--- src/rtl/io_interrupt_controller.sv ---
// Device input FIFO with an interrupt request path toward the processor, plus a single-word OUT holding register.
// Define IO_INT_EN to build in the interrupt FSM; leave it undefined for polling mode (interrupt_signal tied low).
module io_interrupt_controller #(
    parameter int DATA_W = 16,
    parameter int DEPTH  = 4
) (
    input  logic              clk,
    input  logic              rst,
    input  logic [DATA_W-1:0] dev_in_data,
    input  logic              dev_in_valid,
    output logic              dev_in_ready,
    output logic [DATA_W-1:0] input_port,
    input  logic              in_read,
    output logic              interrupt_signal,
    input  logic              int_ack,
    input  logic [DATA_W-1:0] out_port,
    input  logic              outport_enable,
    output logic [DATA_W-1:0] dev_out_data,
    output logic              dev_out_valid,
    input  logic              dev_out_ready,
    output logic              out_overrun
);

    localparam int AW = $clog2(DEPTH);
    localparam logic [AW:0] FULL_COUNT = (AW+1)'(DEPTH);

    logic [DATA_W-1:0] mem_q [DEPTH];
    logic [AW-1:0]     wr_ptr_q, wr_ptr_d;
    logic [AW-1:0]     rd_ptr_q, rd_ptr_d;
    logic [AW:0]       count_q, count_d;
    logic              push, pop;

    logic [DATA_W-1:0] dev_out_data_q, dev_out_data_d;
    logic              dev_out_valid_q, dev_out_valid_d;
    logic              out_overrun_q, out_overrun_d;
    logic              out_capture;

    // A full FIFO refuses the push even when a pop happens in the same cycle.
    assign dev_in_ready = (count_q != FULL_COUNT);
    assign push         = dev_in_valid && dev_in_ready;
    assign pop          = in_read && (count_q != '0);
    assign input_port   = (count_q != '0) ? mem_q[rd_ptr_q] : '0;

    always_comb begin
        wr_ptr_d = wr_ptr_q;
        rd_ptr_d = rd_ptr_q;
        count_d  = count_q;
        if (push) begin
            wr_ptr_d = wr_ptr_q + AW'(1);
        end
        if (pop) begin
            rd_ptr_d = rd_ptr_q + AW'(1);
        end
        case ({push, pop})
            2'b10:   count_d = count_q + (AW+1)'(1);
            2'b01:   count_d = count_q - (AW+1)'(1);
            default: count_d = count_q;
        endcase
    end

    always_ff @(posedge clk or negedge rst) begin
        if (!rst) begin
            wr_ptr_q <= '0;
            rd_ptr_q <= '0;
            count_q  <= '0;
        end else begin
            wr_ptr_q <= wr_ptr_d;
            rd_ptr_q <= rd_ptr_d;
            count_q  <= count_d;
        end
    end

    always_ff @(posedge clk) begin
        if (push) begin
            mem_q[wr_ptr_q] <= dev_in_data;
        end
    end

    // A new OUT word is taken when the holding register is empty or is being drained this cycle.
    assign out_capture = outport_enable && (!dev_out_valid_q || dev_out_ready);

    always_comb begin
        dev_out_data_d  = dev_out_data_q;
        dev_out_valid_d = dev_out_valid_q;
        out_overrun_d   = out_overrun_q;
        if (out_capture) begin
            dev_out_data_d  = out_port;
            dev_out_valid_d = 1'b1;
        end else if (dev_out_valid_q && dev_out_ready) begin
            dev_out_valid_d = 1'b0;
        end
        if (outport_enable && dev_out_valid_q && !dev_out_ready) begin
            out_overrun_d = 1'b1;
        end
    end

    always_ff @(posedge clk or negedge rst) begin
        if (!rst) begin
            dev_out_data_q  <= '0;
            dev_out_valid_q <= 1'b0;
            out_overrun_q   <= 1'b0;
        end else begin
            dev_out_data_q  <= dev_out_data_d;
            dev_out_valid_q <= dev_out_valid_d;
            out_overrun_q   <= out_overrun_d;
        end
    end

    assign dev_out_data  = dev_out_data_q;
    assign dev_out_valid = dev_out_valid_q;
    assign out_overrun   = out_overrun_q;

`ifdef IO_INT_EN
    localparam logic [1:0] ST_IDLE    = 2'd0;
    localparam logic [1:0] ST_ASSERT  = 2'd1;
    localparam logic [1:0] ST_SERVICE = 2'd2;

    logic [1:0] state_q, state_d;
    logic       irq_q, irq_d;

    // Requests once a word is already sitting in the FIFO; SERVICE drains it without re-requesting.
    always_comb begin
        state_d = state_q;
        case (state_q)
            ST_IDLE:    if (count_q != '0) state_d = ST_ASSERT;
            ST_ASSERT:  if (int_ack)       state_d = ST_SERVICE;
            ST_SERVICE: if (count_d == '0) state_d = ST_IDLE;
            default:                       state_d = ST_IDLE;
        endcase
        irq_d = (state_d == ST_ASSERT);
    end

    always_ff @(posedge clk or negedge rst) begin
        if (!rst) begin
            state_q <= ST_IDLE;
            irq_q   <= 1'b0;
        end else begin
            state_q <= state_d;
            irq_q   <= irq_d;
        end
    end

    assign interrupt_signal = irq_q;
`else
    logic unused_int_ack;
    assign unused_int_ack   = int_ack;
    assign interrupt_signal = 1'b0;
`endif

endmodule

--- config.mk ---
export PLATFORM = sky130hd
export DESIGN_NAME = io_interrupt_controller
export DESIGN_NICKNAME = d
export VERILOG_FILES = /design/src/rtl/io_interrupt_controller.sv
export SDC_FILE = /design/constraint.sdc
export NUM_CORES = 1
export LEC_CHECK = 0
export BUFFER_PORTS_ARGS = -buffer_cell sky130_fd_sc_hd__buf_2
export CAP_MARGIN = 10
export CORE_MARGIN = 2
export CORE_UTILIZATION = 55
export CTS_BUF_LIST = sky130_fd_sc_hd__clkbuf_4
export CTS_CLUSTER_DIAMETER = 80
export DETAILED_ROUTE_END_ITERATION = 7
export PLACE_DENSITY = 0.78
export SETUP_SLACK_MARGIN = 0.5
export SLEW_MARGIN = 15
export SYNTH_ARGS = -nofsm -noshare
export SYNTH_HDL_FRONTEND = slang
export SYNTH_SLANG_ARGS = --single-unit
--- constraint.sdc ---
create_clock -name clk -period 2.74 [get_ports clk]
set_clock_uncertainty 0.15 [all_clocks]
set_input_delay 0.274 -clock clk [delete_from_list [all_inputs] [get_ports clk]]
set_output_delay 0.274 -clock clk [all_outputs]
set_load 0.05 [all_outputs]
==> impl_metrics.ini, run 1 <==
[final_layout]
fill_cells = 368
postLayoutCellArea_mm2 = 0.004707
diodes = 0
nets = 350
multiInputGateArea_um2 = 948.4
layout-drive-gt1-share = 0.4774
area_growth_pct = 33.50
register_area_mm2 = 0.002550

[die]
dieHeight_um = 84.07
dieArea_mm2 = 0.007067
core_area_mm2 = 0.006277
start_util = 0.5617
io_pins = 75
die_x_um = 84.07
rows = 29

[outcome]
status = finished clean

[routing]
dr.pass1.iters = 4
ant_nets = 0
via_per_inst = 5.248
wire_per_inst_um = 17.57
wl_mm = 6.800
drc = 0
top_layer = met4
vias = 2031
wl_met1_mm = 2.675
drt_iter0_drc = 145
wl_met3_um = 460
wl_met2_mm = 3.616

[worst_setup_path]
path_max_fanout = 5
critPathRequiredTime_ns = 2.32
r2r_slack_ns = 0.51
path_cells = buf_6, mux4_2, nor2b_4, buf_6
end_kind = output port
cp-start-kind = flop
path_common_cell = buf_6
slowest_stage = mux4_2
cp_top_family = multiplexers
worstPathBufferInverterCount = 2
path_class = flop to output port
max_stage_delay_ns = 0.51
cp_data_arrival_time_ns = 1.82

[logic_synthesis]
yosys_warnings = 0
synth.avg_cell_area_um2 = 19.48
netlist_instances = 181
synthSimpleGateAreaFrac = 0.05429
ys_types = 25
synth_edf_count = 64
netlist_area_mm2 = 0.003526
netlist_top_cells_area = edfxtp_1 (55%), dfrtp_1 (18%), mux4_2 (10%), mux2_2 (5.1%), nor2b_1 (3.0%)
async_flop_share = 0.2809
synthMuxAreaShare = 0.1604
synth_top_area_share = 0.5451
synth_top_family_by_area = multiplexers
synth_fa_ha_area_frac = 0.02342
synth-main-ff-cell = edfxtp_1
synthXorXnorAreaFrac = 0.01490
seq_area_frac_synth = 0.7225
ys_ff_latch = 89
synth_area_leader_cell = edfxtp_1
syn-num-nets = 226
synth_compound_gate_area_share = 0.002129

[min_path]
worstHoldPathType = input port to flop

[cts]
numCtsBuffers = 9
cts.htree.levels = 3
clk_path_buf_depth = 2
cts.sinks = 89
cts_root_buffer = clkbuf_4
cts_tree = built
clk_latency_ns = 0.40
clk_pin_slew_ns = 0.12

[timing]
max_slew_margin = 0.5613
slew_violations = 0
timing.fmax_ghz = 0.4454
tightest_slew_ns = 0.6565
fin_crit_sh = 0.8195
fin_tns_setup_ns = 0
layout_min_cycle_time_ns = 2.245
finalHoldViolCount = 0
rsz0062_at_grt = yes
report.final.setup_viol = 0

[global_route]
grt_pass1_wl_mm = 10.97
grt_antenna_before_repair = 0
grt_usage = 0.2041
grt.overflow.total = 0
grt_start_max_net_pins = 26
grt_pass1_vias = 2250

[flow_run]
max_cap_violations = 0

[place]
portBuffers = 72
routabilityCongestion = 0.7282
place_area_mm2 = 0.003979
post-dp-hpwl_mm = 3.989

[power]
p_leak_uw = 0.001884
power_density_mw_per_mm2 = 1110
ir_drop_mv = 0.8235
per-layer routing:
layer	vias up	GRT usage
li1	929	-
met1	1015	0.2435
met5	-	0
met3	6	0.05045
met2	81	0.3600
met4	0	0.07185
Yosys cell counts, drive strengths merged (2+ instances only):
cell    number
inv          7
and3         4
nand2        3
nor2         2
nor2b       17
mux2        17
edfxtp      64
buf          6
xnor2        2
xor2         4
dfrtp       25
mux4        16
ha           5
metrics by stage:
step / hold slack [ns] / power, uW / std cells / utilization / setup WS [ns]
final: 0.07383 / 5226 / 387 / 0.7499 / 0.4947
after global routing: 0.07060 / 5457 / 387 / 0.7499 / 0.4115
after CTS: 0.04068 / 5165 / 385 / 0.7409 / 0.4564
after detailed placement: 0.1406 / 4004 / 327 / 0.6338 / 0.4736
after global placement: 0.1430 / 3949 / 327 / 0.6338 / 0.5178
after floorplan: -0.1716 / 3541 / 181 / - / 0.4571
cell type report:
class	instances	area share
clock buffers	9	0.01435
well taps	77	0.02047
clock inverters	7	0.01808
inverters	7	0.006114
flip-flops and latches	89	0.5417
multi-input cells	78	0.2015
repair buffers	120	0.1978
state kept, by name, summed over array words and instances, names as in the netlist:
signal         cells
mem_q             64
wr_ptr_q           2
count_q            3
dev_out_valid      1
out_overrun        1
dev_out_data      16
rd_ptr_q           2
worst reg2reg max path, delay by kind of cell, from the launching register on:
family | cells | cell delay [ns]
simple gates | 3 | 0.75
fa+ha+maj | 2 | 0.45
xor+xnor | 2 | 0.31
flops | 1 | 0.40
buf+inv | 2 | 0.09
path summary, 6_finish.rpt:
| check | startpoint | to | depth (start not counted) |
|---|---|---|---|
| min reg2reg | out_overrun | out_overrun | 1 |
| max reg2reg | count_q[1] | count_q[2] | 9 |
| max in group asynchronous | rst | rd_ptr_q[0] | 2 |
| min in group asynchronous | rst | dev_out_data[8] | 2 |
| max | rd_ptr_q[0] | input_port[8] | 4 |
| min | in_read | rd_ptr_q[1] | 4 |
cell usage in the layout, fill, tap and decap left out, drive strengths merged, types with 2 or more instances in the layout:
cell and count:
clkbuf 9, dlygate4sd3 36, and3 4, nor2 2
ha 5, buf 84, nor2b 17, bufinv 2
mux4 16, mux2 17, xnor2 2, nand2 3
inv 7, edfxtp 64, dfrtp 25, clkinv 4
xor2 4
cell families (layout without fill, tap and decap cells):
| group | Yosys count | in the layout |
|---|---|---|
| flops | 89 | 89 |
| other cells | 1 | 1 |
| compound gates | 1 | 1 |
| fa+ha+maj | 6 | 6 |
| simple gates | 30 | 30 |
| xor+xnor | 6 | 6 |
| buf+inv | 14 | 143 |
| mux | 34 | 34 |
report_power, final:
part	total (uW)	internal (uW)	switching, uW	leakage [uW]
clock network	772	362	411	0.0000808
registers	1850	1750	101	0.000873
logic	2600	1090	1510	0.000931
total	5230	3200	2020	0.00188
timing repair:
action | in CTS | in global routing
pin swaps | 1 | 5
buffers inserted | 6 | 2
resized for setup | 37 | 11
endpoints found under the setup margin | 17 | 17
hold endpoints to repair | 107 | 0
hold buffers | 36 | 0
gates cloned | 0 | 0
(Power assumes the default switching activity.)
==> run 2, diff against run 1 <==
--- a/config.mk
+++ b/config.mk
@@ -5,14 +5,15 @@
 export SDC_FILE = /design/constraint.sdc
 export NUM_CORES = 1
 export LEC_CHECK = 0
+export ABC_AREA = 1
 export BUFFER_PORTS_ARGS = -buffer_cell sky130_fd_sc_hd__buf_2
 export CAP_MARGIN = 10
 export CORE_MARGIN = 2
-export CORE_UTILIZATION = 55
+export CORE_UTILIZATION = 52
 export CTS_BUF_LIST = sky130_fd_sc_hd__clkbuf_4
 export CTS_CLUSTER_DIAMETER = 80
 export DETAILED_ROUTE_END_ITERATION = 7
-export PLACE_DENSITY = 0.78
+export PLACE_DENSITY = 0.76
 export SETUP_SLACK_MARGIN = 0.5
 export SLEW_MARGIN = 15
 export SYNTH_ARGS = -nofsm -noshare
==> constraint.sdc (replaced) <==
create_clock -name clk -period 2 [get_ports clk]
set_clock_uncertainty 0.15 [all_clocks]
set_input_delay 0.2 -clock clk [delete_from_list [all_inputs] [get_ports clk]]
set_output_delay 0.2 -clock clk [all_outputs]
set_load 0.05 [all_outputs]
==> run 2 against run 1 <==
The run now ends with negative setup slack left. Critical path type unchanged. Sequential share of layout area shrank 11 points. Die area up 21%. Largest cell class unchanged. Register-to-register slack got worse by 0.49 ns. Critical endpoint is now input_port[9]. Worst hold slack worse by 0.028 ns. Global-route usage up 4.0 points. First-iteration DRC count grew 70%. Power up 73%. Utilization increased by 1.9 points. Count of clock-buffer cells in the layout did not move.
==> impl_metrics.ini, run 2 <==
[logic_synthesis]
synth-main-ff-cell = edfxtp_1
netlist_top_cells_area = edfxtp_1 (47%), dfrtp_1 (15%), nand2_1 (9.3%), inv_1 (6.9%), nand3_1 (4.7%)
netlist_instances = 386
netlist_area_mm2 = 0.004069
synth_top_area_share = 0.4723
ys_types = 23
yosys_warnings = 0
synth.avg_cell_area_um2 = 10.54
yosysMostFrequentCell = nand2_1
seq_area_frac_synth = 0.6261
synth_area_leader_cell = edfxtp_1
async_flop_share = 0.2809
ys_ff_latch = 89
synth_commonest_cells = nand2_1 (101), inv_1 (75), edfxtp_1 (64)
syn-num-nets = 431
synth_edf_count = 64

[worst_setup_path]
slowest_stage = dfrtp_2
end_kind = output port
rr_worst_depth = 11
cp_data_arrival_time_ns = 1.66
path_class = flop to output port
cp-start-kind = flop
max_stage_delay_ns = 0.51
critPathRequiredTime_ns = 1.65
path_cells = buf_12, nand2_1, nand3_2, a21oi_4, buf_6
worstPathBufferInverterCount = 2
reg2reg_from = count_q[1]
r2r_end = count_q[2]
path_max_fanout = 20
r2r_slack_ns = 0.02
cp_top_family = flip-flops

[cts]
numCtsBuffers = 9
cts_tree = built
cts_root_buffer = clkbuf_4
clk_path_buf_depth = 2
cts.htree.levels = 3
clk_latency_ns = 0.43
cts.sinks = 89
clk_pin_slew_ns = 0.13

[final_layout]
fill_cells = 450
register_area_mm2 = 0.002550
layout_common_cells = nand2_1 (95), inv_1 (72), edfxtp_1 (64), buf_2 (53), dlygate4sd3_1 (36)
area_growth_pct = 44.50
nets = 574
top_register = mem_q
diodes = 0
layout-drive-gt1-share = 0.3895
final_core_util = 0.7688
multiInputGateArea_mm2 = 0.001366
largest_reg_flops = 64
layout_commonest_cell = nand2_1

[routing]
wl_mm = 10.45
drc = 0
vias = 3182
via_per_inst = 5.003
wire_per_inst_um = 16.42
drt_iter0_drc = 247
ant_nets = 0
dr.pass1.iters = 4

[die]
core_area_mm2 = 0.007647
dieArea_mm2 = 0.008548
rows = 32
start_util = 0.5321
io_pins = 75
dieHeight_um = 92.46
die_x_um = 92.46

[min_path]
holdPathStages = 3
worstHoldPathType = input port to flop
hold_end = dev_out_data[1]
hp-start = outport_enable

[timing]
slew_violations = 0
tightest_slew_ns = 0.5944
finalHoldViolCount = 0
fin_tns_setup_ns = -0.02137
fin_crit_sh = 1.006
rsz0062_at_grt = yes
layout_min_cycle_time_ns = 2.011
report.final.setup_viol = 3
timing.fmax_ghz = 0.4972
max_slew_margin = 0.6037
fin_ws_ns = -0.01112

[power]
share_seq_of_total_power = 0.284
share_comb_of_total_power = 0.605
power_switching_uw = 4120
internal_power_uw = 4910
p_leak_uw = 0.002716
power_frac_clock = 0.111
p_sw_frac = 0.4563
ir_drop_mv = 0.7673
power_density_mw_per_mm2 = 1536

[global_route]
grt_pass1_vias = 3198
grt_usage = 0.2444
grt_start_max_net_pins = 34
grt_antenna_before_repair = 0
grt.overflow.total = 0
grt_pass1_wl_mm = 15.68

[place]
post-dp-hpwl_mm = 5.158
portBuffers = 72
routabilityCongestion = 0.7331

[outcome]
violations = negative setup slack
status = complete, but fails checks

[flow_run]
max_cap_violations = 0
==> run 2: cell count changes after synthesis, moves of 5 or more <==
cell     change
nor2b_1     -17
nand2_1     +98
mux4_2      -16
inv_1       +68
nand3_2     +16
nand2_2     +12
a21oi_2     +14
buf_6        +5
mux2_2      -16
nand3_1     +38
==> run 2: what timing repair did <==
item                       4_1_cts  5_1_grt
hold endpoints to repair       110        0
hold buffers                    36        0
buffers inserted                14       13
setup endpoints to repair       77      102
gates cloned                     4        0
pin swaps                        6        5
resized for setup               61       30
==> run 2: cell families after synthesis <==
logic type / count (synthesis) / share of synthesized area
adders and majority gates: 6 / 0.02030
buffers and inverters: 97 / 0.1082
and+or+nand+nor: 172 / 0.2029
xor gates and xnor gates: 2 / 0.004306
other: 1 / 0.0009216
DFF: 89 / 0.6261
AOI/OAI and AO/OA: 19 / 0.03721
==> run 2: power by group through the flow <==
| stage | logic [uW] | clock network [uW] | registers [uW] |
|---|---|---|---|
| global route | 5740 | 1090 | 2600 |
| CTS | 5040 | 997 | 2540 |
| floorplan | 3210 | 0 | 2700 |
| finish | 5460 | 999 | 2570 |
| detailed placement | 4060 | 0 | 2580 |
| global placement | 3960 | 0 | 2570 |
==> run 2: worst max path at each step <==
stage,startpoint,to,slack (ns),cells past startpoint
6_report,rd_ptr_q[0],input_port[9],-0.01,5
5_1_grt,rd_ptr_q[0],input_port[1],-0.08,5
4_1_cts,rd_ptr_q[0],input_port[8],0.02,5
3_5_place_dp,count_q[0],count_q[1],0.13,8
3_3_place_gp,count_q[0],count_q[1],0.20,8
2_1_floorplan,count_q[0],count_q[2],0.13,10
==> run 2: metrics by stage <==
stage          power, uW  area (um2)  hold WS (ns)  std cells  setup slack [ns]
2_1_floorplan       5909        4279       -0.2456        386            0.1296
5_1_grt             9425        5879       0.04095        636          -0.08335
3_3_place_gp        6529        4716       0.06677        553            0.1972
6_report            9031        5879       0.04570        636          -0.01112
4_1_cts             8577        5653       0.02521        623           0.02250
3_5_place_dp        6646        4716       0.07095        553            0.1336
==> run 2: layout make-up <==
| type | count | area share |
|---|---|---|
| Clock buffer | 9 | 0.01149 |
| Clock inverter | 7 | 0.01192 |
| Timing Repair Buffer | 148 | 0.2345 |
| Multi-Input combinational cell | 200 | 0.2324 |
| Inverter | 81 | 0.05427 |
| Tap cell | 102 | 0.02171 |
| Sequential cell | 89 | 0.4337 |
==> run 2: worst min-delay path: cells and delay by family <==
family	cells	cell delay (ns)
buffers and inverters	1	0.22
AND/OR/NAND/NOR	2	0.18
==> run 2: per-layer routing <==
layer,up-vias,wire length [um],share of wire,track usage
met5,-,0,0,0
met1,1570,3951,0.38,0.2818
met4,0,216,0.021,0.1032
li1,1507,-,-,-
met2,84,5861,0.56,0.4513
met3,21,416,0.040,0.03580
==> run 3, diff against run 2 <==
--- a/config.mk
+++ b/config.mk
@@ -9,12 +9,13 @@
 export BUFFER_PORTS_ARGS = -buffer_cell sky130_fd_sc_hd__buf_2
 export CAP_MARGIN = 10
 export CORE_MARGIN = 2
-export CORE_UTILIZATION = 52
+export CORE_UTILIZATION = 50
 export CTS_BUF_LIST = sky130_fd_sc_hd__clkbuf_4
 export CTS_CLUSTER_DIAMETER = 80
 export DETAILED_ROUTE_END_ITERATION = 7
-export PLACE_DENSITY = 0.76
+export PLACE_DENSITY = 0.74
 export SETUP_SLACK_MARGIN = 0.5
+export SKIP_LAST_GASP = 1
 export SLEW_MARGIN = 15
 export SYNTH_ARGS = -nofsm -noshare
 export SYNTH_HDL_FRONTEND = slang
==> run 3 against run 2 <==
The run still ends with negative setup slack left. Register-to-register slack better by 0.09 ns. Wire length is 2.6% higher. Critical path depth grew 1. Clock power grew 4%. Setup slack worse by 0.033 ns. Fmax shrank 1.6%. Via count rose by 0.25%. Die area is 3.8% higher. Power grew 2.0%. Flip-flop and latch count stayed put. Sequential share of layout area decreased by 0.44 points. Highest routed layer unchanged.
==> impl_metrics.ini, run 3 (synthesis results as in run 2) <==
[power]
ir_drop_mv = 0.8278
p_leak_uw = 0.002728
power_density_mw_per_mm2 = 1552

[timing]
fin_ws_ns = -0.04441
timing.fmax_ghz = 0.4891
fin_crit_sh = 1.022
report.final.setup_viol = 12
tightest_slew_ns = 0.5886
rsz0062_at_grt = yes
slew_violations = 0
layout_min_cycle_time_ns = 2.044
max_slew_margin = 0.6076
fin_tns_setup_ns = -0.3384
finalHoldViolCount = 0

[final_layout]
diodes = 0
layout_commonest_cell = nand2_1
top_register = mem_q
nets = 573
area_growth_pct = 45.91
fill_cells = 479
layout-drive-gt1-share = 0.4071
final_core_util = 0.7604
largest_reg_flops = 64
postLayoutCellArea_mm2 = 0.005937
layout_common_cells = nand2_1 (88), inv_1 (71), edfxtp_1 (64), buf_2 (53), dlygate4sd3_1 (37)

[place]
portBuffers = 72
pre_cts_ws_ns = 0.1402
post-dp-hpwl_mm = 5.270
place_area_mm2 = 0.004718
routabilityCongestion = 0.7695

[outcome]
status = complete, but fails checks
violations = negative setup slack

[worst_setup_path]
cp-start-kind = flop
reg2reg_from = count_q[1]
path_class = flop to output port
end_kind = output port
startpoint = rd_ptr_q[0]
cp_data_arrival_time_ns = 1.69
path_max_fanout = 17
critPathRequiredTime_ns = 1.65

[cts]
cts_root_buffer = clkbuf_4
cts.sinks = 89
numCtsBuffers = 9
clk_latency_ns = 0.43
cts.htree.levels = 3
clk_path_buf_depth = 2
cts_tree = built
clk_pin_slew_ns = 0.15

[die]
rows = 32
core_area_mm2 = 0.007807
die_x_um = 94.21
dieHeight_um = 94.21
start_util = 0.5212
io_pins = 75
dieArea_mm2 = 0.008876

[routing]
wl_mm = 10.72
vias = 3190
via_per_inst = 5.024
wire_per_inst_um = 16.87
drc = 0
drt_iter0_drc = 157
ant_nets = 0
dr.pass1.iters = 4

[min_path]
hp-start = dev_in_valid
worstHoldPathType = input port to flop

[global_route]
grt_antenna_before_repair = 0
grt_usage = 0.2475
grt.overflow.total = 0
grt_pass1_vias = 3275
grt_start_max_net_pins = 26
grt_pass1_wl_mm = 16.18

[flow_run]
max_cap_violations = 0
==> run 3: changes by cell type in the layout (fill, tap and decap cells not counted), moves of 2 or more <==
cell | before | now
buf_12 | 10 | 6
buf_16 | 4 | 2
buf_4 | 15 | 17
buf_6 | 28 | 23
buf_8 | 0 | 4
clkbuf_16 | 0 | 3
clkinv_2 | 2 | 0
inv_6 | 1 | 3
nand2_1 | 95 | 88
nand2_2 | 16 | 21
nand2_4 | 1 | 3
nand3_1 | 26 | 21
nand3_2 | 26 | 30
==> run 3: metrics by stage <==
stage | std cells | total power (uW) | hold slack, ns
finish | 635 | 9213 | 0.07772
CTS | 628 | 8906 | 0.04242
global route | 635 | 9597 | 0.06969
detailed placement | 555 | 6664 | 0.07280
floorplan | 386 | 5909 | -0.2456
global placement | 555 | 6553 | 0.07885
==> run 3: area by class of cell <==
type                    instances  area, um2  share of cell area
well taps                     102      127.6             0.02150
repair inverters                1      16.27            0.002740
repair buffers                146       1340              0.2257
clock buffers                   9      67.56             0.01138
flip-flops and latches         89       2549              0.4293
multi-input cells             200       1423              0.2396
clock inverters                 7      76.32             0.01286
inverters                      81      337.8             0.05690
==> run 3: power by group <==
part           total, uW  leakage (uW)  internal, uW  switching, uW
Sequential          2560      0.000886          2380            177
Clock               1040     0.0000750           393            644
Combinational       5620       0.00177          2180           3440
Total               9210       0.00273          4950           4260
==> run 3: final timing paths <==
check	slack [ns]	cells past startpoint	endpoint
hold / removal	0.08	4	count_q[1]
min in group asynchronous	0.14	2	dev_out_data[9]
max in group asynchronous	1.15	2	rd_ptr_q[0]
hold reg to reg	0.34	2	dev_out_data[8]
setup reg to reg	0.11	10	count_q[2]
setup / recovery	-0.04	6	input_port[11]
==> run 3: timing repair <==
| item | CTS | global route |
|---|---|---|
| setup endpoints to repair | 84 | 101 |
| gates cloned | 6 | 0 |
| hold endpoints to repair | 110 | 0 |
| gates resized for setup | 78 | 38 |
| pin swaps | 11 | 24 |
| setup buffers | 14 | 7 |
| hold buffers | 37 | 0 |
==> run 3: layer usage <==
| metal | share of wire | routed length [um] | global-route usage | vias up |
|---|---|---|---|---|
| met5 | 0 | 0 | 0 | - |
| met4 | 0.039 | 413 | 0.1208 | 0 |
| met3 | 0.046 | 496 | 0.04093 | 33 |
| met2 | 0.55 | 5884 | 0.4548 | 130 |
| met1 | 0.37 | 3921 | 0.2760 | 1520 |
| li1 | - | - | - | 1507 |
==> run 3: worst max-delay path, cell delays in order, from the launching register on <==
cell	delay, ns
dfrtp_2	0.50
clkbuf_16	0.20
inv_16	0.05
nand2_1	0.08
nand3_2	0.10
a21oi_4	0.16
buf_6	0.17
